===== src/rtl/krz_sys_arb.sv =====
// Two-master round-robin arbiter for the KRZ system-segment wishbone slave.
// One transaction at a time, with a watchdog that turns a missing ack into an error.
module krz_sys_arb #(
  parameter int TIMEOUT = 256,
  parameter int CNT_W   = $clog2(TIMEOUT + 1)
) (
  input  logic        clk,
  input  logic        rst,

  input  logic [23:0] m0_adr_i,
  input  logic [31:0] m0_dat_i,
  input  logic        m0_we_i,
  input  logic [3:0]  m0_sel_i,
  input  logic        m0_stb_i,
  output logic [31:0] m0_dat_o,
  output logic        m0_ack_o,
  output logic        m0_err_o,

  input  logic [23:0] m1_adr_i,
  input  logic [31:0] m1_dat_i,
  input  logic        m1_we_i,
  input  logic [3:0]  m1_sel_i,
  input  logic        m1_stb_i,
  output logic [31:0] m1_dat_o,
  output logic        m1_ack_o,
  output logic        m1_err_o,

  output logic [23:0] sys_adr_o,
  output logic [31:0] sys_dat_o,
  output logic        sys_we_o,
  output logic [3:0]  sys_sel_o,
  output logic        sys_stb_o,
  input  logic [31:0] sys_dat_i,
  input  logic        sys_ack_i
);

  typedef enum logic {
    IDLE = 1'b0,
    BUSY = 1'b1
  } state_t;

  localparam logic [CNT_W-1:0] CNT_LAST = CNT_W'(TIMEOUT - 1);

  state_t           state, state_nxt;
  logic             owner, owner_nxt;
  logic             last, last_nxt;
  logic [CNT_W-1:0] cnt, cnt_nxt;

  logic             own_stb;
  logic             resp_ack;
  logic             resp_err;

  // last resets to 1 so that m0 wins the first tie
  always_ff @(posedge clk) begin
    if (rst) begin
      state <= IDLE;
      owner <= 1'b0;
      last  <= 1'b1;
      cnt   <= '0;
    end else begin
      state <= state_nxt;
      owner <= owner_nxt;
      last  <= last_nxt;
      cnt   <= cnt_nxt;
    end
  end

  always_comb begin
    state_nxt = state;
    owner_nxt = owner;
    last_nxt  = last;
    cnt_nxt   = cnt;
    own_stb   = 1'b0;
    resp_ack  = 1'b0;
    resp_err  = 1'b0;
    sys_adr_o = '0;
    sys_dat_o = '0;
    sys_we_o  = 1'b0;
    sys_sel_o = '0;
    sys_stb_o = 1'b0;

    case (state)
      IDLE: begin
        cnt_nxt = '0;
        if (m0_stb_i && m1_stb_i) begin
          owner_nxt = ~last;
          state_nxt = BUSY;
        end else if (m0_stb_i) begin
          owner_nxt = 1'b0;
          state_nxt = BUSY;
        end else if (m1_stb_i) begin
          owner_nxt = 1'b1;
          state_nxt = BUSY;
        end
      end

      BUSY: begin
        own_stb   = owner ? m1_stb_i : m0_stb_i;
        sys_adr_o = owner ? m1_adr_i : m0_adr_i;
        sys_dat_o = owner ? m1_dat_i : m0_dat_i;
        sys_we_o  = owner ? m1_we_i  : m0_we_i;
        sys_sel_o = owner ? m1_sel_i : m0_sel_i;
        sys_stb_o = own_stb;

        // An abort leaves last alone, so the aborting master keeps its turn
        if (!own_stb) begin
          state_nxt = IDLE;
        end else if (sys_ack_i) begin
          resp_ack  = 1'b1;
          last_nxt  = owner;
          state_nxt = IDLE;
        end else if (cnt == CNT_LAST) begin
          resp_err  = 1'b1;
          last_nxt  = owner;
          state_nxt = IDLE;
        end else begin
          cnt_nxt = cnt + CNT_W'(1);
        end
      end

      default: state_nxt = IDLE;
    endcase
  end

  always_comb begin
    m0_ack_o = resp_ack && !owner;
    m1_ack_o = resp_ack &&  owner;
    m0_err_o = resp_err && !owner;
    m1_err_o = resp_err &&  owner;
    m0_dat_o = m0_ack_o ? sys_dat_i : 32'h0;
    m1_dat_o = m1_ack_o ? sys_dat_i : 32'h0;
  end

endmodule


===== config.mk =====
export PLATFORM = sky130hd
export DESIGN_NAME = krz_sys_arb
export DESIGN_NICKNAME = d
export VERILOG_FILES = /design/src/rtl/krz_sys_arb.sv
export SDC_FILE = /design/constraint.sdc
export NUM_CORES = 1
export LEC_CHECK = 0
export BUFFER_PORTS_ARGS = -buffer_cell sky130_fd_sc_hd__buf_2
export CAP_MARGIN = 20
export CORE_AREA = 2 2 111 113
export CTS_BUF_LIST = sky130_fd_sc_hd__clkbuf_16
export DETAILED_ROUTE_END_ITERATION = 10
export DIE_AREA = 0 0 113 115
export PLACE_DENSITY_LB_ADDON = 0.08
export REMOVE_ABC_BUFFERS = 1
export SYNTH_ARGS = -nofsm -noshare
export SYNTH_HDL_FRONTEND = slang
export SYNTH_SLANG_ARGS = --single-unit
export TNS_END_PERCENT = 100

===== constraint.sdc =====
create_clock -name clk -period 2.4 [get_ports clk]
set_clock_uncertainty 0.15 [all_clocks]
set_input_delay 0.36 -clock clk [delete_from_list [all_inputs] [get_ports clk]]
set_output_delay 0.36 -clock clk [all_outputs]
set_load 0.1 [all_outputs]

### Word-level counts from Yosys, hierarchy flattened

Cells that the tools add are included.

| word-level totals | value |
|---|---|
| bits in registers | 12 |
| ROM bits | 0 |
| word-level logic and storage cells | 57 |
| bits in latches | 0 |
| bits in writable memories | 0 |
| input bits | 159 |
| memories kept | 0 |
| output and inout port bits | 130 |

| cells by class | value |
|---|---|
| reductions and logical operators | 11 |
| shift-type cells | 0 |
| $lt $le $gt $ge | 0 |
| multipliers | 0 |
| add/subtract/negate cells | 1 |
| bitwise logic cells | 2 |
| divide/modulo/power cells | 0 |
| equality and inequality tests | 4 |
| mux-type cells | 35 |

Operators with widths:

| cell | number |
|---|---|
| $mux W32 | 4 |
| $mux W24 | 2 |
| $mux W9 | 3 |
| $mux W1 | 22 |
| $pmux W9 S2 | 1 |
| $add A9 B1 Y9 const B | 1 |
| $eq A9 B8 Y1 const B | 1 |
| $mux W4 | 2 |
| $reduce_and A3 Y1 | 2 |
| $logic_and A1 B1 Y1 | 5 |
| $ne A2 B2 Y1 const B | 2 |
| $reduce_bool A3 Y1 | 1 |
| $ne A2 B1 Y1 const B | 1 |
| $not A1 Y1 | 2 |
| $pmux W1 S2 | 1 |
| $reduce_and A2 Y1 | 1 |
| $reduce_bool A2 Y1 | 1 |
| $logic_not A1 Y1 | 1 |

### Logic depth before layout (Yosys ltp)

Gate-level depths: netlist of run 1.

| logic depth | value |
|---|---|
| depth in word-level cells | 6 |
| depth in mapped cells | 8 |

### Worst setup path before layout of run 1

No wires, ideal clock.

| path | value |
|---|---|
| kind | register to output |
| start point | reg owner |
| end point | out m0_err_o |
| data arrival time | 4.995 ns |
| path slack | -3.105 ns |
| path buffers | 2 |
| stages on the path, launching flop included | 6 |
| cell sequence | dfxtp_1 -> buf_4 -> mux2i_1 -> buf_2 -> nor2_1 -> nor4bb_1 |

| between the ends | value |
|---|---|
| word-level cells in the longest chain between the ends | 4 |
| elaborated cells on any way between the ends | 5 |

RTL lines:

| element | line | text |
|---|---|---|
| from (decl) | 45 | `logic owner, owner_nxt;` |
| from (signal assigned) | 62 | `owner <= owner_nxt;` |
| $mux W1 | 98 | `own_stb = owner ? m1_stb_i : m0_stb_i;` |
| $mux W1 | 106 | `if (!own_stb) begin` |
| $mux W1 | 82 | `case (state)` |
| $logic_and A1 B1 Y1 * | 128 | `m0_err_o = resp_err && !owner;` |
| to (decl) | 17 | `output logic m0_err_o,` |

Every way passes the cells marked *; elsewhere a longest branch is shown, timed or not.

### Worst setup path in the final report of run 1

| path | value |
|---|---|
| start point | reg cnt[0] |
| end point | out m0_err_o |

| between the ends | value |
|---|---|
| word-level cells in the longest chain between the ends | 6 |

RTL lines:

| element | line | text |
|---|---|---|
| from (decl) | 47 | `logic [CNT_W-1:0] cnt, cnt_nxt;` |
| from (signal assigned) | 64 | `cnt <= cnt_nxt;` |
| $eq A9 B8 Y1 | 112 | `end else if (cnt == CNT_LAST) begin` |
| $mux W1 | 112 |  |
| $mux W1 | 108 | `end else if (sys_ack_i) begin` |
| $mux W1 | 106 |  |
| $mux W1 | 82 |  |
| $logic_and A1 B1 Y1 | 128 |  |

Every way passes these cells.

==> qor.yml, run 1 <==
status: "complete, but fails checks"
violations: "design-rule violations"
grt.overflow.total: 0
power.ir.vdd_worst_v: 0.0003306
clock_power_share_pct: 18.1
ctsHtreeMaxLevel: 1
drive_gt1_share_pct: 55.77
dieHeight_um: 115
setup_viol: 0
max_freq_mhz: 438.1
ys.flop_type: "dfxtp_1"
worst_hold_startpoint: "rst"
clock_latency_ns: 0.25
drtAntennaViolNets: 0
synth_xor_area_share_pct: 0
final_cell_mix: "buf_2, buf_12, mux2i_1, and2_1, nor2_1"
hold_viol: 0
min_path_type: "input pin to flop"
synth-compound-area-share_pct: 6.544
synth_top_family_by_area: "simple AND/OR/NAND/NOR gates"
avgSynthCellArea_um2: 6.934
holdWs_ns: 0.1899
seq_area_frac_synth_pct: 12.20
synth_fa_ha_area_share_pct: 1.271
slowest_delay_ns: 0.36
rsz0062_at_grt: "no"
io_pins: 289
cts_buffers: 3
fillers: 1206
clock-root-buffer: "clkbuf_16"
viasPerCell: 4.221
port-buffer-count: 288
routed_wl_um: 11230
leakage_nw: 2.261
drc: 18
place_ws_ns: 0.1383
seq_power_share_pct: 12.3
coreArea_um2: 11810
p_per_area_nw_per_um2: 363.6
r2r-start: "cnt[0]"
via_count: 2997
tritoncts: "yes"
wl_per_cell_um: 15.82
grt_pass1_vias: 2804
dr.pass1.iters: 10
async_reset_ff_share_pct: 0
n_antenna_cell: 0
internal_power_uw: 744.8
slew_headroom_pct: 65.31
post-dp-hpwl_um: 9575
place_inst: 705
slew_viol_final: 0
syn_to_final_growth_pct: 143.3
max-cap-violations: 0
comb_power_share_pct: 69.6
cp_data_arrival_time_ns: 1.77
critical_path.max_fanout: 5
required_ns: 1.89
total_power_mw: 1.742
gp_congestion: 0.8423
grt_pass1_wl_um: 15920
p_switching_uw: 997.6
setup.worst_path.start_class: "flop"
ys_ff_latch: 12
final_common_cell: "buf_2"
synthesis.area_um2: 1969
clock-sinks: 12
fin_crit_sh_pct: 95.10
dieArea_um2: 13000
cpMaxStageDelayCell: "dfxtp_2"
postCtsHoldBufs: 0
yosys_warnings: 0
detailed_place.area_um2: 4661
fin_cells: 710
grt_max_degree: 50
yosys.area_share.simple_pct: 40.85
clk_pin_slew_ns: 0.04
final_core_util_pct: 40.57
crit_chain: "ha_4 -> nand3_2 -> nor3_2 -> ha_2 -> nor4bb_4 -> buf_4 -> buf_12"
grt_antenna_before_repair: 0
cts_buffer_depth: 2
synth.area.mux_share_pct: 33.10
layout_min_cycle_time_ns: 2.282
fin_tns_setup_ns: 0
die_width_um: 113
synth_cells: 284
start_util_pct: 16.67
switching_share_pct: 57.26
setup_slack_ns: 0.1177
nets: 725
end_kind: "primary output"
track_usage_pct: 15.65
worst_pin_slew_ns: 0.5239
drtIter0Drc: 94
crit_type: "flop to primary output"
rows: 40
synth_cell_type_count: 32
final_cell_area_um2: 4792
synth-edff-count: 0
startpoint: "cnt[0]"
==> logic make-up after synthesis <==
group,count (synthesis)
compound gates,21
fa+ha+maj,2
buf+inv,28
simple gates,156
flops,12
mux,65
==> layer usage <==
layer / track usage, % / routed length (um) / vias to the layer above
li1: - / - / 1512
met1: 18.03 / 4295 / 1345
met3: 5.324 / 1185 / 13
met5: 0 / 0 / -
met2: 28.06 / 5594 / 127
met4: 3.659 / 154 / 0
==> worst max-delay path, delay by kind of cell, from the launching register on <==
family / cells / cell delay (ns)
fa+ha+maj: 2 / 0.39
flops: 1 / 0.36
simple gates: 3 / 0.47
buf+inv: 2 / 0.32
==> sequential cells by signal (all words and copies together), names as in the netlist <==
register / cells
state: 1
last: 1
cnt: 9
owner: 1
==> repair_timing <==
| action | CTS | global route |
|---|---|---|
| cloned | 0 | 0 |
| buffers inserted | 0 | 1 |
| resized for setup | 6 | 4 |
| endpoints found under the hold margin | 0 | 0 |
| setup endpoints to repair | 1 | 1 |
| pin swaps | 3 | 3 |
==> cell type report <==
| type | count | area [um^2] | share of cell area (%) |
|---|---|---|---|
| sequential | 12 | 246.5 | 5.144 |
| clock buffer | 3 | 75.07 | 1.567 |
| inverter | 6 | 22.52 | 0.4700 |
| tap | 147 | 183.9 | 3.838 |
| multi-input combinational | 244 | 1658 | 34.60 |
| timing repair buffer | 297 | 2603 | 54.31 |
| clock inverter | 1 | 3.754 | 0.07833 |
==> cells in the mapped netlist, types with 2 or more instances <==
cell	count	area share (%)
and2_1	64	20
mux2i_1	64	33
nor2_1	64	12
clkbuf_1	13	2.5
dfxtp_1	12	12
a21oi_1	9	2.3
buf_2	8	2.0
nand2_1	8	1.5
inv_1	5	0.95
nand3_1	4	1.0
o21ai_0	4	1.0
o31ai_1	3	1.1
or4_1	3	1.1
ha_1	2	1.3
nand2b_1	2	0.64
nor3_1	2	0.51
nor4_1	2	0.64
==> power groups by stage <==
stage / combinational [mW] / clock [mW] / sequential [mW]
after CTS: 1.22 / 0.321 / 0.215
final: 1.21 / 0.315 / 0.215
after detailed placement: 1.21 / 0 / 0.218
after global routing: 1.26 / 0.329 / 0.216
after floorplan: 0.840 / 0 / 0.237
after global placement: 1.21 / 0 / 0.217
==> worst paths after layout <==
path                    to  slack, ns  cells after the start
setup reg to reg    cnt[5]       0.40                      7
hold / removal       owner       0.19                      2
setup / recovery  m0_err_o       0.12                      7
hold reg to reg     cnt[7]       0.31                      2
Note: power is estimated with default switching activity, not from simulation.
==> run 2, diff against run 1 <==
--- a/config.mk
+++ b/config.mk
@@ -11,7 +11,7 @@
 export CTS_BUF_LIST = sky130_fd_sc_hd__clkbuf_16
 export DETAILED_ROUTE_END_ITERATION = 10
 export DIE_AREA = 0 0 113 115
-export PLACE_DENSITY_LB_ADDON = 0.08
+export PLACE_DENSITY = 0.51
 export REMOVE_ABC_BUFFERS = 1
 export SYNTH_ARGS = -nofsm -noshare
 export SYNTH_HDL_FRONTEND = slang
==> qor.yml, run 2 (synthesis results as in run 1) <==
status: "complete, but fails checks"  # unchanged
violations: "design-rule violations"  # unchanged
holdPathStages: 2  # unchanged
routed_wl_um: 11150  # was 11230 um
gp_congestion: 0.8332  # was 0.8423
grt_max_degree: 59  # was 50
slowest_delay_ns: 0.36  # about the same
clock-sinks: 12  # unchanged
hold_viol: 0  # unchanged
syn_to_final_growth_pct: 144.6  # was 143.3%
clock-root-buffer: "clkbuf_16"  # unchanged
final_common_cell: "buf_2"  # unchanged
path_depth: 7  # unchanged
comb_power_share_pct: 69.8  # was 69.6%
grt_antenna_before_repair: 0  # unchanged
detailed_place.area_um2: 4668  # was 4661 um^2
clock_latency_ns: 0.24  # was 0.25 ns
critPathBufInv: 2  # unchanged
critical_path.max_fanout: 4  # was 5
max-cap-violations: 0  # unchanged
ff2ff_path_depth: 8  # was 7
drc: 19  # was 18
rsz0062_at_grt: "yes"  # was no
cp_data_arrival_time_ns: 1.80  # was 1.77 ns
final_cell_area_um2: 4817  # was 4792 um^2
crit_family: "simple AND/OR/NAND/NOR gates"  # unchanged
fin_tns_setup_ns: 0  # unchanged
grt_pass1_vias: 2902  # was 2804
track_usage_pct: 15.37  # was 15.65%
setup.worst_path.start_class: "flop"  # unchanged
cpMaxStageDelayCell: "dfxtp_4"  # was dfxtp_2
leakage_nw: 2.285  # was 2.261 nW
crit_chain: "ha_4 -> nand3_2 -> nor3_2 -> ha_2 -> nor4bb_4 -> buf_4 -> buf_12"  # unchanged
cts_buffers: 3  # unchanged
viasPerCell: 4.271  # was 4.221
total_power_mw: 1.735  # was 1.742 mW
seq_power_share_pct: 12.5  # was 12.3%
via_count: 3058  # was 2997
fin_crit_sh_pct: 96.44  # was 95.10%
dr.pass1.iters: 9  # was 10
max_freq_mhz: 432.0  # was 438.1 MHz
layout_min_cycle_time_ns: 2.315  # was 2.282 ns
clk_pin_slew_ns: 0.04  # about the same
switching_share_pct: 57.53  # was 57.26%
end_kind: "primary output"  # unchanged
p_per_area_nw_per_um2: 360.1  # was 363.6 nW/um^2
fillers: 1206  # unchanged
grt.overflow.total: 0  # unchanged
clock_power_share_pct: 17.7  # was 18.1%
n_antenna_cell: 0  # unchanged
p_switching_uw: 998.0  # was 997.6 uW
wl_per_cell_um: 15.57  # was 15.82 um
grt_pass1_wl_um: 15910  # was 15920 um
required_ns: 1.89  # about the same
dieHeight_um: 115  # unchanged
dieArea_um2: 13000  # unchanged
min_path_type: "input pin to flop"  # unchanged
final_cell_mix: "buf_2, buf_12, mux2i_1, nor2_1, and2_1"  # was buf_2, buf_12, mux2i_1, and2_1, nor2_1
drtAntennaViolNets: 0  # unchanged
area.sequential_um2: 249.0  # was 246.5 um^2
multiInputGateArea_um2: 1655  # was 1658 um^2
io_pins: 289  # unchanged
rows: 40  # unchanged
tritoncts: "yes"  # unchanged
slew_viol_final: 0  # unchanged
die_width_um: 113  # unchanged
ctsHtreeMaxLevel: 1  # unchanged
port-buffer-count: 288  # unchanged
coreArea_um2: 11810  # unchanged
setup_viol: 0  # unchanged
largest_register_ffs: 9  # unchanged
top_register: "cnt"  # unchanged
power.ir.vdd_worst_v: 0.0004134  # was 0.0003306 V
crit_type: "flop to primary output"  # unchanged
drtIter0Drc: 141  # was 94
reg2reg_slack_ns: 0.26  # was 0.40 ns
postCtsHoldBufs: 0  # unchanged
cts_buffer_depth: 2  # unchanged
worst_pin_slew_ns: 0.5178  # was 0.5239 ns
internal_power_uw: 736.6  # was 744.8 uW
holdWs_ns: 0.1874  # was 0.1899 ns
slew_headroom_pct: 65.72  # was 65.31%
drive_gt1_share_pct: 56.06  # was 55.77%
post-dp-hpwl_um: 9632  # was 9575 um
nets: 731  # was 725
start_util_pct: 16.67  # unchanged
run 2: per-layer routing:
layer	global-route usage [%]	wire length [um]	vias to the layer above
met5	0	0	-
met4	1.545	68	0
met3	2.794	816	7
met2	26.27	5254	131
met1	20.98	5011	1399
li1	-	-	1521
run 2: through the flow:
stage	util, %	setup slack, ns	std cells
finish	40.78	0.08544	716
global route	40.78	-0.008606	716
CTS	40.51	0.008093	715
detailed placement	39.52	0.1121	709
global placement	39.52	0.1434	709
floorplan	-	-5.597	262
run 2: layout make-up:
cell class | instances | area share, %
inverters | 6 | 0.4675
well taps | 147 | 3.818
multi-input cells | 244 | 34.36
repair buffers | 303 | 54.55
flip-flops and latches | 12 | 5.169
clock inverters | 1 | 0.07792
clock buffers | 3 | 1.558
run 2: what timing repair did:
action	CTS	global route
setup buffers	2	1
setup endpoints to repair	1	3
gates resized for setup	6	5
pin swaps	2	3
run 2: worst paths after layout:
kind | from | to
hold / removal | rst | owner
setup / recovery | cnt[0] | m0_err_o
hold reg to reg | cnt[7] | cnt[7]
setup reg to reg | cnt[0] | cnt[5]
run 2: power by group through the flow:
| stage | logic, mW | clock network [mW] | registers [mW] |
|---|---|---|---|
| 4_1_cts | 1.21 | 0.308 | 0.218 |
| 3_5_place_dp | 1.21 | 0 | 0.221 |
| 2_1_floorplan | 0.840 | 0 | 0.237 |
| 3_3_place_gp | 1.20 | 0 | 0.220 |
| 5_1_grt | 1.26 | 0.321 | 0.219 |
| 6_report | 1.21 | 0.307 | 0.217 |
